[src/rtl/mux4_arbiter_pkg.sv]
// Shared definitions for the 4-source round-robin mux arbiter: state encoding,
// requester count, select width and a one-hot helper.
package mux4_arbiter_pkg;

  localparam int NREQ  = 4;
  localparam int SEL_W = 2;

  typedef enum logic {
    ST_IDLE = 1'b0,
    ST_BUSY = 1'b1
  } state_t;

  function automatic logic [NREQ-1:0] onehot4(input logic [SEL_W-1:0] idx);
    logic [NREQ-1:0] v;
    v      = '0;
    v[idx] = 1'b1;
    return v;
  endfunction

endpackage

[src/rtl/mux4_arbiter_rr_pick4.sv]
// Combinational circular priority pick: first set request bit at or after start.
module rr_pick4
  import mux4_arbiter_pkg::*;
(
  input  logic [NREQ-1:0]  req,
  input  logic [SEL_W-1:0] start,
  output logic             found,
  output logic [SEL_W-1:0] idx
);

  logic [SEL_W-1:0] cand;

  always_comb begin
    found = 1'b0;
    idx   = start;
    cand  = start;
    for (int i = 0; i < NREQ; i++) begin
      cand = start + i[SEL_W-1:0];
      if (!found && req[cand]) begin
        found = 1'b1;
        idx   = cand;
      end
    end
  end

endmodule

[src/rtl/mux4_arbiter.sv]
// Round-robin arbiter/sequencer for a shared 4:1 mux with hold-time pre-emption.
// Optional MUX4_ARB_STATS_EN adds saturating pre-emption and grant counters.
module mux4_arbiter
  import mux4_arbiter_pkg::*;
#(
  parameter int MAX_HOLD = 8,
  parameter int HOLD_W   = 4
) (
  input  logic             clk,
  input  logic             reset,
  input  logic [NREQ-1:0]  req,
  input  logic [NREQ-1:0]  last,
  output logic [NREQ-1:0]  grant,
  output logic [SEL_W-1:0] sel,
  output logic             sel_valid
`ifdef MUX4_ARB_STATS_EN
  ,
  output logic [15:0]      stat_preempt,
  output logic [15:0]      stat_grants
`endif
);

  localparam logic [HOLD_W-1:0] HOLD_MAX = HOLD_W'(MAX_HOLD);

  state_t           state;
  logic [SEL_W-1:0] rr_ptr;
  logic [HOLD_W-1:0] hold_cnt;

  logic [NREQ-1:0]  others;
  logic [NREQ-1:0]  pick_req;
  logic [SEL_W-1:0] pick_start;
  logic [SEL_W-1:0] pick_idx;
  logic             pick_found;
  logic             req_g;
  logic             end_done;
  logic             end_abandon;
  logic             end_preempt;
  logic             end_any;

  // sel always encodes the current grant, so it doubles as the granted index.
  assign others      = req & ~onehot4(sel);
  assign req_g       = req[sel];
  assign end_done    = req_g & last[sel];
  assign end_abandon = ~req_g;
  assign end_preempt = req_g & ~last[sel] & (hold_cnt == HOLD_MAX) & (|others);
  assign end_any     = end_done | end_abandon | end_preempt;

  // The outgoing source is masked at handover; on abandon its req is already low.
  assign pick_req   = (state == ST_BUSY) ? others : req;
  assign pick_start = (state == ST_BUSY) ? sel + 1'b1 : rr_ptr;

  rr_pick4 u_pick (
    .req   (pick_req),
    .start (pick_start),
    .found (pick_found),
    .idx   (pick_idx)
  );

  always_ff @(posedge clk or posedge reset) begin
    if (reset) begin
      state     <= ST_IDLE;
      rr_ptr    <= '0;
      hold_cnt  <= '0;
      grant     <= '0;
      sel       <= '0;
      sel_valid <= 1'b0;
    end else if (state == ST_IDLE) begin
      if (pick_found) begin
        state     <= ST_BUSY;
        grant     <= onehot4(pick_idx);
        sel       <= pick_idx;
        sel_valid <= 1'b1;
        hold_cnt  <= HOLD_W'(1);
      end
    end else if (end_any) begin
      rr_ptr <= sel + 1'b1;
      if (pick_found) begin
        grant     <= onehot4(pick_idx);
        sel       <= pick_idx;
        sel_valid <= 1'b1;
        hold_cnt  <= HOLD_W'(1);
      end else begin
        state     <= ST_IDLE;
        grant     <= '0;
        sel       <= '0;
        sel_valid <= 1'b0;
        hold_cnt  <= '0;
      end
    end else if (hold_cnt != HOLD_MAX) begin
      hold_cnt <= hold_cnt + HOLD_W'(1);
    end
  end

`ifdef MUX4_ARB_STATS_EN
  logic new_grant;
  logic preempt_evt;

  assign new_grant   = pick_found & ((state == ST_IDLE) | end_any);
  assign preempt_evt = (state == ST_BUSY) & end_preempt;

  always_ff @(posedge clk or posedge reset) begin
    if (reset) begin
      stat_preempt <= '0;
      stat_grants  <= '0;
    end else begin
      if (preempt_evt && stat_preempt != 16'hFFFF)
        stat_preempt <= stat_preempt + 16'd1;
      if (new_grant && stat_grants != 16'hFFFF)
        stat_grants <= stat_grants + 16'd1;
    end
  end
`endif

endmodule

[config.mk]
export PLATFORM = sky130hd
export DESIGN_NAME = mux4_arbiter
export DESIGN_NICKNAME = d
export VERILOG_FILES = /design/src/rtl/mux4_arbiter_pkg.sv /design/src/rtl/mux4_arbiter_rr_pick4.sv /design/src/rtl/mux4_arbiter.sv
export SDC_FILE = /design/constraint.sdc
export NUM_CORES = 1
export LEC_CHECK = 0
export ABC_AREA = 1
export CELL_PAD_IN_SITES_DETAIL_PLACEMENT = 1
export CELL_PAD_IN_SITES_GLOBAL_PLACEMENT = 2
export CORE_ASPECT_RATIO = 0.9
export CORE_MARGIN = 4
export CORE_UTILIZATION = 30
export CTS_BUF_LIST = sky130_fd_sc_hd__clkbuf_16
export CTS_CLUSTER_SIZE = 25
export DETAILED_ROUTE_END_ITERATION = 8
export PLACE_DENSITY_LB_ADDON = 0.12
export SLEW_MARGIN = 20
export SYNTH_ARGS = -nofsm -noshare
export SYNTH_HDL_FRONTEND = slang
export SYNTH_SLANG_ARGS = --single-unit
[constraint.sdc]
create_clock -name clk -period 2.24 [get_ports clk]
set_input_delay 0.448 -clock clk [delete_from_list [all_inputs] [get_ports clk]]
set_output_delay 0.448 -clock clk [all_outputs]
set_load 0.005 [all_outputs]
Word-level counts from Yosys, hierarchy flattened
Cells that the tools add are included.
Widths: inputs -> output; s select.
- register bits after elaboration: 14
- logic and storage cells: 90
- add/subtract/negate cells: 5
- $lt $le $gt $ge: 8
- eq/ne operators: 4
- mux-type cells: 44
- bitwise logic cells: 10
- reduce and logical (&&, ||, !) cells: 13
- operator list (kind ; count):
    $mux 4 ; 9
    $mux 1 ; 19
    $lt 2x3->1 const B ; 6
    $mux 2 ; 8
    $bmux 1 s2 ; 6
    $reduce_and 2->1 ; 3
    $logic_and 1x1->1 ; 5
    $add 2x1->2 const B ; 2
    $add 2x2->2 const B ; 2
    $add 4x1->4 const B ; 1
    $and 1x1->1 ; 4
    $and 4x4->4 ; 1
    $demux 1 s2 ; 2
    $eq 4x4->1 const B ; 1
    $ge 2x1->1 const B ; 2
    $ne 4x4->1 const B ; 1
    $not 4->4 ; 1
    $reduce_or 4->1 ; 1
    $logic_not 1->1 ; 3
    $ne 3x1->1 const B ; 1
    $ne 2x1->1 const B ; 1
    $not 1->1 ; 2
    $or 1x1->1 ; 2
    $reduce_bool 2->1 ; 1

Logic depth before layout (Yosys ltp)
Gate-level depths: netlist of the first run.
- depth after elaboration: 26
- depth in mapped cells: 17
- mapped depth without buffers: 17

Cells and area by module
From an unflattened synthesis of the first run, not the netlist that was laid out.
- cell total of the unflattened synthesis: 181
- area total of the unflattened synthesis: 1178.6 sq um
- by module, submodules not included (module ; instances ; cells an instance ; area each (sq um) ; seq. area each (sq um)):
    mux4_arbiter ; 1 ; 118 ; 895.9 ; 350.3
    rr_pick4 ; 1 ; 63 ; 282.8 ; 0.0

Worst setup path after synthesis of the first run
OpenSTA, ideal clock, no wires.
- path kind: reg2reg
- start: reg sel[0]
- end: reg grant[0]
- arrival: 1890 ps
- required time: 2124 ps
- path slack: 234 ps
- cell stages (with the launch flop): 17
- period minus slack after synthesis: 2006 ps
- path through: dfrtp_1 -> inv_2 -> ha_1 -> inv_1 -> nand2_1 -> nand2_2 -> nand2_1 -> nand2_2 -> nand2_1 -> nand2_4 -> nand2_2 -> nand2_1 -> nand3_1 -> nand3_2 -> nand2_1 -> nand2_1 -> nand2_1
- longest elaborated chain between the ends: 26
- RTL lines (element ; RTL line ; source):
    from (decl) ; mux4_arbiter.sv:14 ; output logic [SEL_W-1:0] sel,
    from (signal assigned) ; mux4_arbiter.sv:71 ; sel <= pick_idx;
    from (signal assigned) ; mux4_arbiter.sv:79 ; sel <= pick_idx;
    $lt 2x3->1 (not written as such) / $ge 2x1->1 (equally long branches) ; mux4_arbiter_pkg.sv:16 ; v[idx] = 1'b1;
    $logic_and 1x1->1 (not written as such) ; mux4_arbiter_pkg.sv:16 ;
    $mux 1 (not written as such) ; mux4_arbiter_pkg.sv:16 ;
    $demux 1 s2 ; mux4_arbiter_pkg.sv:16 ;
    $not 4->4 ; mux4_arbiter.sv:41 ; assign others = req & ~onehot4(sel);
    $and 4x4->4 ; mux4_arbiter.sv:41 ;
    $mux 4 ; mux4_arbiter.sv:49 ; assign pick_req = (state == ST_BUSY) ? others : req;
    $bmux 1 s2 ; mux4_arbiter_rr_pick4.sv:19 ; if (!found && req[cand]) begin
    (+10 left out) ; - ;
    $mux 2 ; mux4_arbiter_rr_pick4.sv:19 ;
    $lt 2x3->1 (not written as such) / $ge 2x1->1 (equally long branches) ; mux4_arbiter_pkg.sv:16 ;
    $logic_and 1x1->1 (not written as such) ; mux4_arbiter_pkg.sv:16 ;
    $mux 1 (not written as such) ; mux4_arbiter_pkg.sv:16 ;
    $demux 1 s2 ; mux4_arbiter_pkg.sv:16 ;
    $mux 4 ; mux4_arbiter.sv:77 ; if (pick_found) begin
    $mux 4 ; mux4_arbiter.sv:75 ; end else if (end_any) begin
    $mux 4 ; mux4_arbiter.sv:67 ; end else if (state == ST_IDLE) begin
    to (signal assigned) ; mux4_arbiter.sv:70 ; grant <= onehot4(pick_idx);
    to (signal assigned) ; mux4_arbiter.sv:78 ; grant <= onehot4(pick_idx);
    to (decl) ; mux4_arbiter.sv:13 ; output logic [NREQ-1:0] grant,
Parallel ways exist; a longest one is shown, timed or not. The select of a mux whose other input is x is not followed.
A chain may end at the register's enable or synchronous reset.

Worst setup path after layout of the first run
- start: reg state
- end: reg grant[0]
- longest elaborated chain between the ends: 20
- RTL lines (element ; RTL line ; source):
    from (decl) ; mux4_arbiter.sv:25 ; state_t state;
    from (signal assigned) ; mux4_arbiter.sv:61 ; state <= ST_IDLE;
    from (signal assigned) ; mux4_arbiter.sv:69 ; state <= ST_BUSY;
    from (signal assigned) ; mux4_arbiter.sv:83 ; state <= ST_IDLE;
    branches (longest 20 deep; another with $add 2x1->2) ; - ;
Parallel ways; which one is timed is not known. The select of a mux whose other input is x is not followed.

==> run metrics, run 1 <==
Final GP Congestion=0.8390; drc violations=0; Rel. slew slack=0.6401; Final Slew Violations=0; post-synthesis instance total=188; Syn Area/Cell=6.762 sq um; CTS tree=done; post-synth top area share=0.2756; Die Y=69.76 microns; Starting Density=0.3120; CTS Hold Buffers Added=0; CP dominant cell by count=nand2_1; CP cell instances=inv_6 > nand2_1 > nand2_2 > nand2_1 > nand2_2 > nand2_1 > nand2_1 > nand3_2 > nor2_4 > nor2_2 > inv_2 > nor2_1 > nand2_1 > nand2_1; post-detail-place hpwl=2865 microns; max frequency=494.7 MHz; H-tree levels=1; Final Hold Fails=0; Die Area=5344 sq um; DRT Pass-1 Iters=4; CORE AREA=4074 sq um; slowest stage delay, CP=0.56 ns; Tmin final=2.022 ns; worst-margin pin slew=0.5392 ns; Yosys reg bits=14; vias per cell=4.892; Synth Area in Adders=0.05906; Synthesized Nets=204; largest net degree at the start of global routing=15; I/O pin count=17; Clock Tree Buf Depth=2; Data arrival, critical path=2.16 ns; CP Launch Type=flip-flop; first-pass GRT wire length=6354 microns; Slowest-stage cell, CP=dfrtp_1; largest family of logic cells by synthesized area=simple AND/OR/NAND/NOR gates; area leader, netlist=dfrtp_1; Top delay family on crit path=simple AND/OR/NAND/NOR gates; MaxCap Viol Count=0; total grt overflow=0; Port-buffer cells=16; Synth Area in XOR/XNOR=0.01378; Distinct cells, synth=25; final setup fails=0; CTS clk-pin slew, worst paths=0.05 ns; synth top area cells=dfrtp_1 (28%), nand2_1 (24%), nand2_2 (9.4%), ha_1 (5.9%), nand3_1 (5.9%); yosys warns=0; Worst Skew=0.003032 ns; part of the cycle the worst path needs=0.9025; RSZ-0062 raised after global routing=no; proportion of synthesized area in mux cells=0; Total Routing Usage GR=0.1460; fraction of layout cells with a size suffix above 1=0.2170; post-cts sizing count=0; area grow syn2layout=27.85%; post-synthesis compound-gate area fraction=0.07185; nets=229; Chip Width=76.62 microns; Vias=1272; Syn Std Cell Area=1271 sq um; final WL=3557 microns; Root Buffer=clkbuf_16; # rows=22; initial antenna violation count=0; vias in the first global route=1363; Reg2Reg Setup Slack=0.22 ns; Setup CP Type=reg2reg; crit path buf inv count=2; register area share after synthesis=0.2756; CP endpoint kind=flip-flop; Worst Hold Class=reg2reg; antenna cells=0; DRT iter0 DRCs=55; Clock Latency Late Sink=0.24 ns; post-route ant nets=0; WL per Instance=13.68 microns; cts bufs inserted=3; clock sink total=14; status=finished, final reports clean; CP Max Fanout=9; simple-gate portion of the synthesized area=0.5197; Post-CTS Setup Repair Bufs=0; TNS Setup=0 ns; Crit path required time=2.37 ns
-- layout by cell type (no fill, tap or decap), drive strengths merged --
cell type and count:
nand2 103, nand3 18, clkdlybuf4s50 16, inv 16, dfrtp 14, o21ai 10
nor2 9, ha 6, nand4 5, buf 5, clkbuf 3, o22ai 2
xor2 2, o2111ai 1, a21oi 1, clkinv 1
-- metal layers --
layer / up-vias / global-route usage / share of wire
met4: 0 / 0.04427 / 0.011
met3: 5 / 0.03766 / 0.024
met5: - / 0 / 0
li1: 651 / - / -
met1: 601 / 0.1842 / 0.46
met2: 15 / 0.2439 / 0.50
-- path summary, 6_finish.rpt --
kind / from / end / depth (start not counted)
hold reg to reg: grant[0] / grant[0] / 2
setup / recovery: state / grant[0] / 14
setup reg to reg: state / grant[0] / 14
hold / removal: grant[0] / grant[0] / 2
min in group asynchronous: reset / hold_cnt[0] / 2
max in group asynchronous: reset / hold_cnt[3] / 2
-- sequential cells by signal, indices dropped and copies added, names as in the netlist --
register,cells
rr_ptr,2
sel_valid,1
hold_cnt,4
grant,4
state,1
sel,2
-- Yosys cell counts --
library cell,n
nand2_1,81
nand2_2,19
nand3_1,15
dfrtp_1,14
inv_1,13
ha_1,6
nor2_1,6
nand4_1,5
o21ai_0,4
o21ai_1,4
nand2_4,3
inv_2,2
nand3_2,2
o22ai_1,2
xor2_1,2
a21oi_1,1
buf_6,1
inv_6,1
nand3_4,1
nor2_2,1
nor2_4,1
nor2_8,1
o2111ai_1,1
o21ai_2,1
o21ai_4,1
-- layout make-up --
cell class              instances  area [sq um]
inverters                      16         65.06
repair buffers                 21         201.4
clock inverters                 1         3.754
fillers                       519          2449
flip-flops and latches         14         350.3
multi-input cells             157         869.6
well taps                      48         60.06
clock buffers                   3         75.07
-- worst register-to-register path: cells and delay by family, from the launching register on --
kind | cells | cell delay, ns
buffers and inverters | 2 | 0.29
AND/OR/NAND/NOR | 12 | 1.06
flip-flops | 1 | 0.56
-- cells by family after synthesis --
group / after synthesis
fa+ha+maj: 6
simple gates: 135
flops: 14
buf+inv: 17
compound gates: 14
xor+xnor: 2
-- metrics by stage --
stage	hold WS [ns]	setup WS, ns	utilization	cells	instance area, sq um
after global routing	0.5190	0.006657	0.3990	260	1625
after detailed placement	0.4773	0.002876	0.3725	256	1518
after CTS	0.4909	0.09496	0.3919	260	1597
after global placement	0.4724	0.009637	0.3725	256	1518
final	0.4812	0.2185	0.3990	260	1625
after floorplan	0.3372	0.2339	-	188	1271
Power of run 1 is left out: the tool's default activity adds up to more than one toggle a clock period on the data nets, which glitch-free logic cannot reach.
==> inputs of run 2 (changes only) <==
--- a/config.mk
+++ b/config.mk
@@ -15,7 +15,6 @@
 export CTS_CLUSTER_SIZE = 25
 export DETAILED_ROUTE_END_ITERATION = 8
 export PLACE_DENSITY_LB_ADDON = 0.12
-export SLEW_MARGIN = 20
 export SYNTH_ARGS = -nofsm -noshare
 export SYNTH_HDL_FRONTEND = slang
 export SYNTH_SLANG_ARGS = --single-unit
==> results of run 2 <==
Same layout as run 1: the final DEF is identical, and so are final timing and power.
Power of run 2 is left out for the same reason.
